--- config.mk ---
export PLATFORM = sky130hd
export DESIGN_NAME = axi_decerr_responder
export DESIGN_NICKNAME = d
export VERILOG_FILES = /design/src/rtl/axi_decerr_responder_pkg.sv /design/src/rtl/axi_decerr_responder.sv
export SDC_FILE = /design/constraint.sdc
export NUM_CORES = 1
export LEC_CHECK = 0
export ABC_AREA = 1
export BUFFER_PORTS_ARGS = -buffer_cell sky130_fd_sc_hd__buf_2
export CAP_MARGIN = 40
export CORE_UTILIZATION = 48
export CTS_BUF_LIST = sky130_fd_sc_hd__clkbuf_8
export DETAILED_ROUTE_END_ITERATION = 8
export PLACE_DENSITY = 0.86
export SETUP_SLACK_MARGIN = 0.1
export SLEW_MARGIN = 10
export SYNTH_ARGS = -nofsm -noshare
export SYNTH_HDL_FRONTEND = slang
export SYNTH_SLANG_ARGS = --single-unit
export TNS_END_PERCENT = 10
--- constraint.sdc ---
create_clock -name clk_i -period 2.4 [get_ports clk_i]
set_input_delay 0 -clock clk_i [delete_from_list [all_inputs] [get_ports clk_i]]
set_output_delay 0 -clock clk_i [all_outputs]
set_load 0.02 [all_outputs]
--- src/rtl/axi_decerr_responder_pkg.sv ---
// Shared SoC definitions used by the default-slave error responder.
// Holds the slave-side ID width, the DECERR code and the responder state encodings.
package ariane_soc;

   localparam int unsigned IdWidthSlave = 5;

   localparam logic [1:0] RESP_DECERR = 2'b11;

   typedef enum logic [1:0] {
      W_IDLE,
      W_DATA,
      W_RESP
   } w_state_e;

   typedef enum logic {
      R_IDLE,
      R_DATA
   } r_state_e;

endpackage

--- src/rtl/axi_decerr_responder.sv ---
// Crossbar default slave: accepts any AXI transaction into an unmapped hole and answers DECERR.
// Write and read paths are independent FSMs; ready outputs are purely state-decoded.
module axi_decerr_responder
   import ariane_soc::*;
#(
   parameter int unsigned           ID_WIDTH      = IdWidthSlave,
   parameter int unsigned           DATA_WIDTH    = 64,
   parameter logic [DATA_WIDTH-1:0] RDATA_PATTERN = 64'hDEAD_BEEF_DEAD_BEEF
) (
   input  logic                  clk_i,
   input  logic                  rst_i,

   input  logic                  aw_valid_i,
   output logic                  aw_ready_o,
   input  logic [ID_WIDTH-1:0]   aw_id_i,

   input  logic                  w_valid_i,
   output logic                  w_ready_o,
   input  logic                  w_last_i,

   output logic                  b_valid_o,
   input  logic                  b_ready_i,
   output logic [ID_WIDTH-1:0]   b_id_o,
   output logic [1:0]            b_resp_o,

   input  logic                  ar_valid_i,
   output logic                  ar_ready_o,
   input  logic [ID_WIDTH-1:0]   ar_id_i,
   input  logic [7:0]            ar_len_i,

   output logic                  r_valid_o,
   input  logic                  r_ready_i,
   output logic [ID_WIDTH-1:0]   r_id_o,
   output logic [DATA_WIDTH-1:0] r_data_o,
   output logic [1:0]            r_resp_o,
   output logic                  r_last_o
);

   w_state_e            w_state_q, w_state_d;
   logic [ID_WIDTH-1:0] b_id_q;

   r_state_e            r_state_q, r_state_d;
   logic [ID_WIDTH-1:0] r_id_q;
   logic [7:0]          r_len_q;
   logic [7:0]          r_cnt_q;

   // Write path: the ID is captured on the AW handshake and held until B completes.
   always_ff @(posedge clk_i) begin
      if (rst_i) begin
         w_state_q <= W_IDLE;
         b_id_q    <= '0;
      end else begin
         w_state_q <= w_state_d;
         if ((w_state_q == W_IDLE) && aw_valid_i) begin
            b_id_q <= aw_id_i;
         end
      end
   end

   always_comb begin
      w_state_d  = w_state_q;
      aw_ready_o = 1'b0;
      w_ready_o  = 1'b0;
      b_valid_o  = 1'b0;
      unique case (w_state_q)
         W_IDLE: begin
            aw_ready_o = 1'b1;
            if (aw_valid_i) begin
               w_state_d = W_DATA;
            end
         end
         W_DATA: begin
            w_ready_o = 1'b1;
            if (w_valid_i && w_last_i) begin
               w_state_d = W_RESP;
            end
         end
         W_RESP: begin
            b_valid_o = 1'b1;
            if (b_ready_i) begin
               w_state_d = W_IDLE;
            end
         end
         default: w_state_d = W_IDLE;
      endcase
   end

   assign b_id_o   = b_id_q;
   assign b_resp_o = RESP_DECERR;

   // Read path: the beat counter stops on the last beat, so a 256-beat burst never wraps it.
   always_ff @(posedge clk_i) begin
      if (rst_i) begin
         r_state_q <= R_IDLE;
         r_id_q    <= '0;
         r_len_q   <= '0;
         r_cnt_q   <= '0;
      end else begin
         r_state_q <= r_state_d;
         if ((r_state_q == R_IDLE) && ar_valid_i) begin
            r_id_q  <= ar_id_i;
            r_len_q <= ar_len_i;
            r_cnt_q <= '0;
         end else if ((r_state_q == R_DATA) && r_ready_i && !r_last_o) begin
            r_cnt_q <= r_cnt_q + 8'd1;
         end
      end
   end

   always_comb begin
      r_state_d  = r_state_q;
      ar_ready_o = 1'b0;
      r_valid_o  = 1'b0;
      r_last_o   = 1'b0;
      unique case (r_state_q)
         R_IDLE: begin
            ar_ready_o = 1'b1;
            if (ar_valid_i) begin
               r_state_d = R_DATA;
            end
         end
         R_DATA: begin
            r_valid_o = 1'b1;
            r_last_o  = (r_cnt_q == r_len_q);
            if (r_ready_i && r_last_o) begin
               r_state_d = R_IDLE;
            end
         end
         default: r_state_d = R_IDLE;
      endcase
   end

   assign r_id_o   = r_id_q;
   assign r_data_o = RDATA_PATTERN;
   assign r_resp_o = RESP_DECERR;

endmodule

## Word-level counts from Yosys, hierarchy flattened

Cells that the tools add are included.

- Multiplexer cells: 13
- Add/sub/neg operators: 1
- Divide/modulo/power cells: 0
- $mul: 0
- Eq/ne operators: 6
- Shifts and indexed selects: 0
- Reductions and logical operators: 10
- Bitwise gates (word level): 1
- Magnitude comparators: 0

Operators with widths:

| cell | count |
|---|---|
| adder 8 x 1 -> 8 bit (second input constant) | 1 |
| == test 8 bit | 1 |
| two-way mux 1 bit | 8 |
| logical AND 1 bit | 6 |
| two-way mux 2 bit | 3 |
| != test 2 bit (second input constant) | 3 |
| one-hot mux 2 bit (3 select lines) | 1 |
| AND reduction 3 bit | 1 |
| == test 2 x 1 -> 1 bit (second input constant) | 1 |
| == test 2 bit (second input constant) | 1 |
| zero test 2 bit | 1 |
| one-hot mux 1 bit (2 select lines) | 1 |
| OR reduction 2 bit | 1 |
| zero test 1 bit | 1 |
| NOT 1 bit | 1 |

- Memories kept: 0
- Bits in latches: 0
- ROM bits: 0
- Output and inout port bits: 84
- RAM bits: 0
- Bits in registers: 29

## Logic depth before layout (Yosys ltp)

Gate-level depths: netlist of the first run.

- Word-level depth: 4
- Mapped depth: 9
- Gate-level depth less buffers: 9

## Worst setup path before layout of the first run

OpenSTA, ideal clock, no wires.

- Path type: register to register
- Start: reg r_cnt_q[0]
- End: reg r_cnt_q[6]
- Required time: 2.330 ns
- Setup slack: 1.173 ns
- Arrival time: 1.157 ns
- Setup time: 0.070 ns
- Cell stages (with the launch flop): 7
- Cell sequence: dfxtp_1 -> ha_1 -> nand3_1 -> nor2_1 -> xor2_1 -> nand3_1 -> a21oi_1

- Longest elaborated chain between the ends: 4
- Elaborated cells between the ends (all ways): 5
- Those cells by class: add/sub: 1; eq/ne: 1; mux: 1; reduce/logical: 2

Ends and longest elaborated chain:

| element | RTL line | RTL |
|---|---|---|
| start, declared | axi_decerr_responder.sv:45 | `logic [7:0] r_cnt_q;` |
| start signal, assigned | axi_decerr_responder.sv:105 | `r_cnt_q <= r_cnt_q + 8'd1;` |
| branches (longest 4 deep; another with adder 8 x 1 -> 8 bit) | - |  |

Several ways; the timed one is not identified.
A chain may end at the register's enable or synchronous reset.

## Worst setup path after layout of the first run

- Start: reg r_cnt_q[5]
- End: out r_last_o

- Longest elaborated chain between the ends: 2

Ends and longest elaborated chain:

| element | RTL line | RTL |
|---|---|---|
| == test 8 bit | axi_decerr_responder.sv:124 | `r_last_o = (r_cnt_q == r_len_q);` |
| two-way mux 1 bit | axi_decerr_responder.sv:115 | `unique case (r_state_q)` |
| end, declared | axi_decerr_responder.sv:36 | `output logic r_last_o` |

Every way passes these cells.

==> flow_summary.yaml, run 1 <==
clock_network:
  cts_tree: "built"
  cts-buffers-inserted: 5
  cts.clk_slew.worst_paths_ns: 0.06
  cts_sinks: 29
  clock_path_buffers: 2
  root_buffer: "clkbuf_8"
  cts_setup_buffers: 0
  cts_max_level: 2
  clk_latency_ns: 0.28
logic_synthesis:
  synth_cell_types: 17
  synth_area_leaders: "dfxtp_1, buf_4, nor2_1, nand2_1, o21ai_0"
  netlist.top_cell.by_area: "dfxtp_1"
  ys_seq_elements: 29
  synth.avg_cell_area_um2: 7.06
  synth-warning-count: 0
  synthCells: 258
  ys_seq_area_share_pct: 31.9
  synth_top_area_share_pct: 31.9
  synthesis.area_um2: 1820
global_routing:
  grt_use_met3_pct: 5.25
  grtUsageTotal_pct: 19.4
  grt_max_degree: 19
  grt_busiest_layer: "met2"
  use_met2_pct: 35.2
  grt_pass1_wl_mm: 6.11
  globalRouteOverflowTotal: 0
  grt_pass1_vias: 1385
  grt_use_met1_pct: 21.2
  antenna_found_initial: 0
layout:
  n_fill_cell: 320
  nNetsFinal: 348
  syn_to_final_growth_pct: 16.7
  final_layout_size_suffix_gt1_share_pct: 15.8
  n_antenna_cell: 0
setup_path:
  cpPeakStageDelay_ns: 0.42
  crit_cells: 7
  crit_buf_inv: 1
  cp_max_fo: 11
  arrival_ns: 1.54
  path_delay_family: "simple AND/OR/NAND/NOR gates"
  worstPathCellList: "nand2_1 -> nand2_1 -> nand2_1 -> nor2_1 -> nand2_2 -> nor2_1 -> buf_2"
  ff2ff_path_depth: 6
  startpoint_type: "register"
  slowest_stage: "dfxtp_1"
  cpMostUsedCell: "nand2_1"
  cp.required_ns: 2.40
  criticalPathCategory: "register to output pin"
  crit_path_end_kind: "output pin"
job:
  drv_cap: 0
place:
  place_ws_ns: 0.996
  dpl.hpwl_mm: 2.36
  gp_congestion: 0.969
  io_buffers: 41
sta:
  post-route-period-util_pct: 64.1
  finalSetupTns_ns: 0
  fin_hold_ws_ns: 0.0437
  timing.fmax_mhz: 650
  drv_slew: 0
  fin_ws_ns: 0.861
  skew_ns: 0.00549
  fin_crit_ns: 1.54
  finalHoldViolCount: 0
  setup_viol: 0
  rsz0062_at_grt: "no"
hold_path:
  hold_depth: 4
  hold_path_class: "input pin to register"
drt:
  post-route-drc-count: 0
  via_per_inst: 4.38
  routedWlPerCell_um: 10.4
  firstDrtPassIters: 4
  wirelength_mm: 3.86
  drtIter0Drc: 54
  via_count: 1621
  ant_nets: 0
power:
  vdd_ir_drop_max_uv: 412
  powerDensity_nw_per_um2: 640
  cellLeakagePower_nw: 1.12
floorplan:
  rows: 22
  core_area_um2: 3660
  start_util_pct: 49.8
  fp.dieH_um: 63.6
  dieArea_um2: 4050
  ios: 110
  fp.dieW_um: 63.6
run_status:
  outcome: "complete, no violations"
## power breakdown
part / total [mW] / internal (mW) / switching [mW]
clock network: 0.517 / 0.334 / 0.183
logic: 0.310 / 0.0877 / 0.222
registers: 0.534 / 0.514 / 0.0197
## worst paths after layout
check / to / slack (ns) / from
max: r_last_o / 0.86 / r_cnt_q[5]$_SDFFE_PP0P_
min: w_state_q[0]$_SDFFE_PP0P_ / 0.04 / w_last_i
min reg2reg: r_len_q[4]$_SDFFE_PP0P_ / 0.48 / r_len_q[4]$_SDFFE_PP0P_
max reg2reg: r_cnt_q[6]$_SDFFE_PP0P_ / 0.94 / r_cnt_q[0]$_SDFFE_PP0P_
## sequential cells by signal, indices dropped and copies added (netlist names)
| name | count |
|---|---|
| r_state_q | 1 |
| r_id_o | 5 |
| r_cnt_q | 8 |
| r_len_q | 8 |
| b_id_o | 5 |
| w_state_q | 2 |
## cell type report
cell class / count / area [um^2] / share of cell area [%]
inverters: 22 / 82.6 / 3.88
clock inverters: 2 / 33.8 / 1.59
clock buffers: 6 / 82.6 / 3.88
multi-input cells: 201 / 873 / 41.1
repair buffers: 62 / 413 / 19.4
well taps: 48 / 60.1 / 2.83
flip-flops and latches: 29 / 581 / 27.3
## worst min-delay path, cell delays in order
cell and delay, ns:
buf_2 0.08, nand2_1 0.05, nand2_1 0.09, a21oi_1 0.06
## through the flow
| step | instances | instance area [um^2] | total power [mW] | util (%) |
|---|---|---|---|---|
| after floorplan | 324 | 2070 | 0.842 | - |
| after detailed placement | 342 | 1810 | 0.819 | 49.4 |
| after global placement | 342 | 1810 | 0.811 | 49.4 |
| final | 370 | 2130 | 1.36 | 58.1 |
| after global routing | 370 | 2130 | 1.42 | 58.1 |
| after CTS | 370 | 2130 | 1.36 | 58.1 |
## logic make-up after synthesis
| family | synth area share [%] |
|---|---|
| buffers and inverters | 33.8 |
| AND/OR/NAND/NOR | 19.8 |
| AO/OA/AOI/OAI | 9.07 |
| flip-flops | 31.9 |
| XOR/XNOR | 4.33 |
| other | 0.412 |
| adder cells (fa/ha/maj) | 0.687 |
## placed cells by master, fill, tap and decap left out
cell type	instances
conb_1	68
bufinv_16	1
a21oi_1	14
nand2_1	35
dlygate4sd3_1	20
clkbuf_8	6
xor2_1	4
nand2_2	2
buf_4	1
ha_1	1
nand3_1	11
clkinv_1	1
inv_1	22
xnor2_1	5
nand4_1	2
o21ai_0	19
buf_2	41
dfxtp_1	29
nor2_1	40
## Yosys cell counts
master     n
dfxtp_1   29
buf_4     68
nand4_1    2
clkinv_1   1
xnor2_1    5
a21oi_1   14
xor2_1     4
nand2_2    2
o21ai_0   19
nand3_1   11
nand2_1   35
ha_1       1
conb_1     2
clkbuf_1   3
inv_1     21
nor2_1    40
buf_6      1
## what timing repair did
action                    CTS  global route
hold buffers               20             0
gates resized for setup     0             0
hold endpoints to repair   20             0
## metal layers
metal  wire length [um]  part of all wire (%)
met1               1470                    38
met2               2030                    53
met3                307                   7.9
met4                 52                   1.3
met5                  0                     0
Power figures use the tool's default switching activity.
==> run 2: changes to the inputs <==
--- a/config.mk
+++ b/config.mk
@@ -8,10 +8,10 @@
 export ABC_AREA = 1
 export BUFFER_PORTS_ARGS = -buffer_cell sky130_fd_sc_hd__buf_2
 export CAP_MARGIN = 40
-export CORE_UTILIZATION = 48
+export CORE_UTILIZATION = 45
 export CTS_BUF_LIST = sky130_fd_sc_hd__clkbuf_8
 export DETAILED_ROUTE_END_ITERATION = 8
-export PLACE_DENSITY = 0.86
+export PLACE_DENSITY = 0.81
 export SETUP_SLACK_MARGIN = 0.1
 export SLEW_MARGIN = 10
 export SYNTH_ARGS = -nofsm -noshare
==> constraint.sdc (replaced) <==
create_clock -name clk_i -period 1.45 [get_ports clk_i]
set_input_delay 0 -clock clk_i [delete_from_list [all_inputs] [get_ports clk_i]]
set_output_delay 0 -clock clk_i [all_outputs]
set_load 0.02 [all_outputs]
==> flow_summary.yaml, run 2 (same netlist as run 1, synthesis figures left out) <==
drt:
  ant_nets: 0
  via_per_inst: 4.30
  drtIter0Drc: 53
  wirelength_mm: 3.86
  routedWlPerCell_um: 10.3
  via_count: 1608
  firstDrtPassIters: 4
  post-route-drc-count: 0
setup_path:
  path_delay_family: "simple AND/OR/NAND/NOR gates"
  regToRegSetupSlack_ns: 0.07
  crit_buf_inv: 1
  worstPathCellList: "xnor2_1 -> nand2_1 -> nor2_2 -> nand2_2 -> nor2_2 -> buf_6"
  r2r_end: "r_cnt_q[7]$_SDFFE_PP0P_"
  cp.required_ns: 1.45
  criticalPathCategory: "register to output pin"
  crit_path_end_kind: "output pin"
  cpPeakStageDelay_ns: 0.36
  cpMostUsedCell: "nor2_2"
  slowest_stage: "dfxtp_2"
  rr_startpoint: "r_cnt_q[2]$_SDFFE_PP0P_"
  startpoint_type: "register"
  cp_max_fo: 6
  arrival_ns: 1.40
  ff2ff_path_depth: 7
sta:
  finalHoldViolCount: 0
  rsz0062_at_grt: "yes"
  fin_ws_ns: 0.0460
  fin_hold_ws_ns: 0.0159
  timing.fmax_mhz: 712
  drv_slew: 0
  fin_crit_ns: 1.40
  post-route-period-util_pct: 96.8
  setup_viol: 0
  skew_ns: 0.00521
power:
  powerDensity_nw_per_um2: 1030
  cellLeakagePower_nw: 1.15
  vdd_ir_drop_max_uv: 1030
layout:
  syn_to_final_growth_pct: 20.9
  finalInstanceArea_um2: 2200
  fin_util_pct: 58.4
  n_antenna_cell: 0
  final_common_cell: "conb_1"
  final_cells: 374
  reg.largest.list: "r_cnt_q (8), r_len_q (8)"
  final_layout_size_suffix_gt1_share_pct: 22.7
  mostFrequentLayoutCells: "conb_1, buf_2, nor2_1, nand2_1, inv_1"
  nNetsFinal: 352
place:
  io_buffers: 41
  dpl.hpwl_mm: 2.32
  place_ws_ns: 0.0657
  dpl_cell_area_um2: 1820
  dp_cells: 343
  gp_congestion: 0.924
clock_network:
  cts.clk_slew.worst_paths_ns: 0.06
  clk_latency_ns: 0.28
  cts_tree: "built"
  root_buffer: "clkbuf_8"
  cts_max_level: 2
  cts-buffers-inserted: 5
  clock_path_buffers: 2
  cts_sinks: 29
hold_path:
  hold_path_class: "input pin to register"
  hold_depth: 3
  hp-start: "ar_len_i[4]"
  min_to: "r_len_q[4]$_SDFFE_PP0P_"
floorplan:
  dieArea_um2: 4310
  core_area_um2: 3770
  fp.dieH_um: 65.6
  fp.dieW_um: 65.6
  rows: 22
  ios: 110
  start_util_pct: 48.3
run_status:
  outcome: "complete, no violations"
global_routing:
  antenna_found_initial: 0
  grt_max_degree: 19
  globalRouteOverflowTotal: 0
  grt_pass1_wl_mm: 6.23
  grt_pass1_vias: 1524
  grtUsageTotal_pct: 19.0
job:
  drv_cap: 0
run 2: cell count changes in the layout (fill, tap and decap cells not counted), sizes merged:
| cell | before | now |
|---|---|---|
| buf | 42 | 48 |
| dlygate4sd3 | 20 | 18 |
run 2: cell type report:
cell class | instances | area, um^2
clock buffers | 6 | 82.6
multi-input cells | 201 | 896
flip-flops and latches | 29 | 603
repair buffers | 66 | 444
well taps | 48 | 60.1
inverters | 22 | 82.6
fillers | 316 | 1570
clock inverters | 2 | 33.8
run 2: power breakdown:
group          switching [mW]  internal [mW]  leakage, nW
sequential             0.0314          0.845        0.244
combinational           0.377          0.160        0.846
clock                   0.296          0.552       0.0626
total                   0.704           1.56         1.15
run 2: per-stage QoR:
| step | TNS [ns] | total power [mW] |
|---|---|---|
| 3_3_place_gp | 0 | 1.35 |
| 2_1_floorplan | 0 | 1.39 |
| 5_1_grt | -0.00298 | 2.37 |
| 6_report | 0 | 2.26 |
| 3_5_place_dp | 0 | 1.35 |
| 4_1_cts | 0 | 2.25 |
run 2: worst max path at each step:
stage	startpoint	end	slack [ns]	depth (start not counted)
after floorplan	r_cnt_q[0]$_SDFFE_PP0P_	r_cnt_q[6]$_SDFFE_PP0P_	0.22	6
after global placement	r_cnt_q[0]$_SDFFE_PP0P_	r_cnt_q[6]$_SDFFE_PP0P_	0.1	6
after detailed placement	r_cnt_q[7]$_SDFFE_PP0P_	r_cnt_q[0]$_SDFFE_PP0P_	0.07	7
after CTS	r_len_q[7]$_SDFFE_PP0P_	r_last_o	0.10	6
after global routing	r_cnt_q[2]$_SDFFE_PP0P_	r_cnt_q[7]$_SDFFE_PP0P_	-0.003	7
final	r_cnt_q[6]$_SDFFE_PP0P_	r_last_o	0.05	6
run 2: repair_timing:
item / in CTS / in global routing
gates resized for setup: 20 / 3
hold buffers: 18 / 0
endpoints found under the setup margin: 9 / 17
endpoints found under the hold margin: 18 / 0
buffers inserted: 5 / 0
pin swaps: 10 / 0
gates cloned: 0 / 0
run 2: worst reg2reg max path, cell delays in order, from the launching register on:
cell and delay (ns):
dfxtp_4 0.36, buf_4 0.13, nand2_1 0.10, nor2_1 0.28, nand4_1 0.13, nand2_1 0.09, nand3_1 0.07, a21oi_1 0.15
run 2: per-layer routing:
layer / global-route usage [%] / up-vias / wire length [um]
li1: - / 795 / -
met1: 19.1 / 715 / 1420
met2: 36.5 / 89 / 2100
met3: 4.86 / 9 / 272
met4: 7.34 / 0 / 63
met5: 0 / - / 0
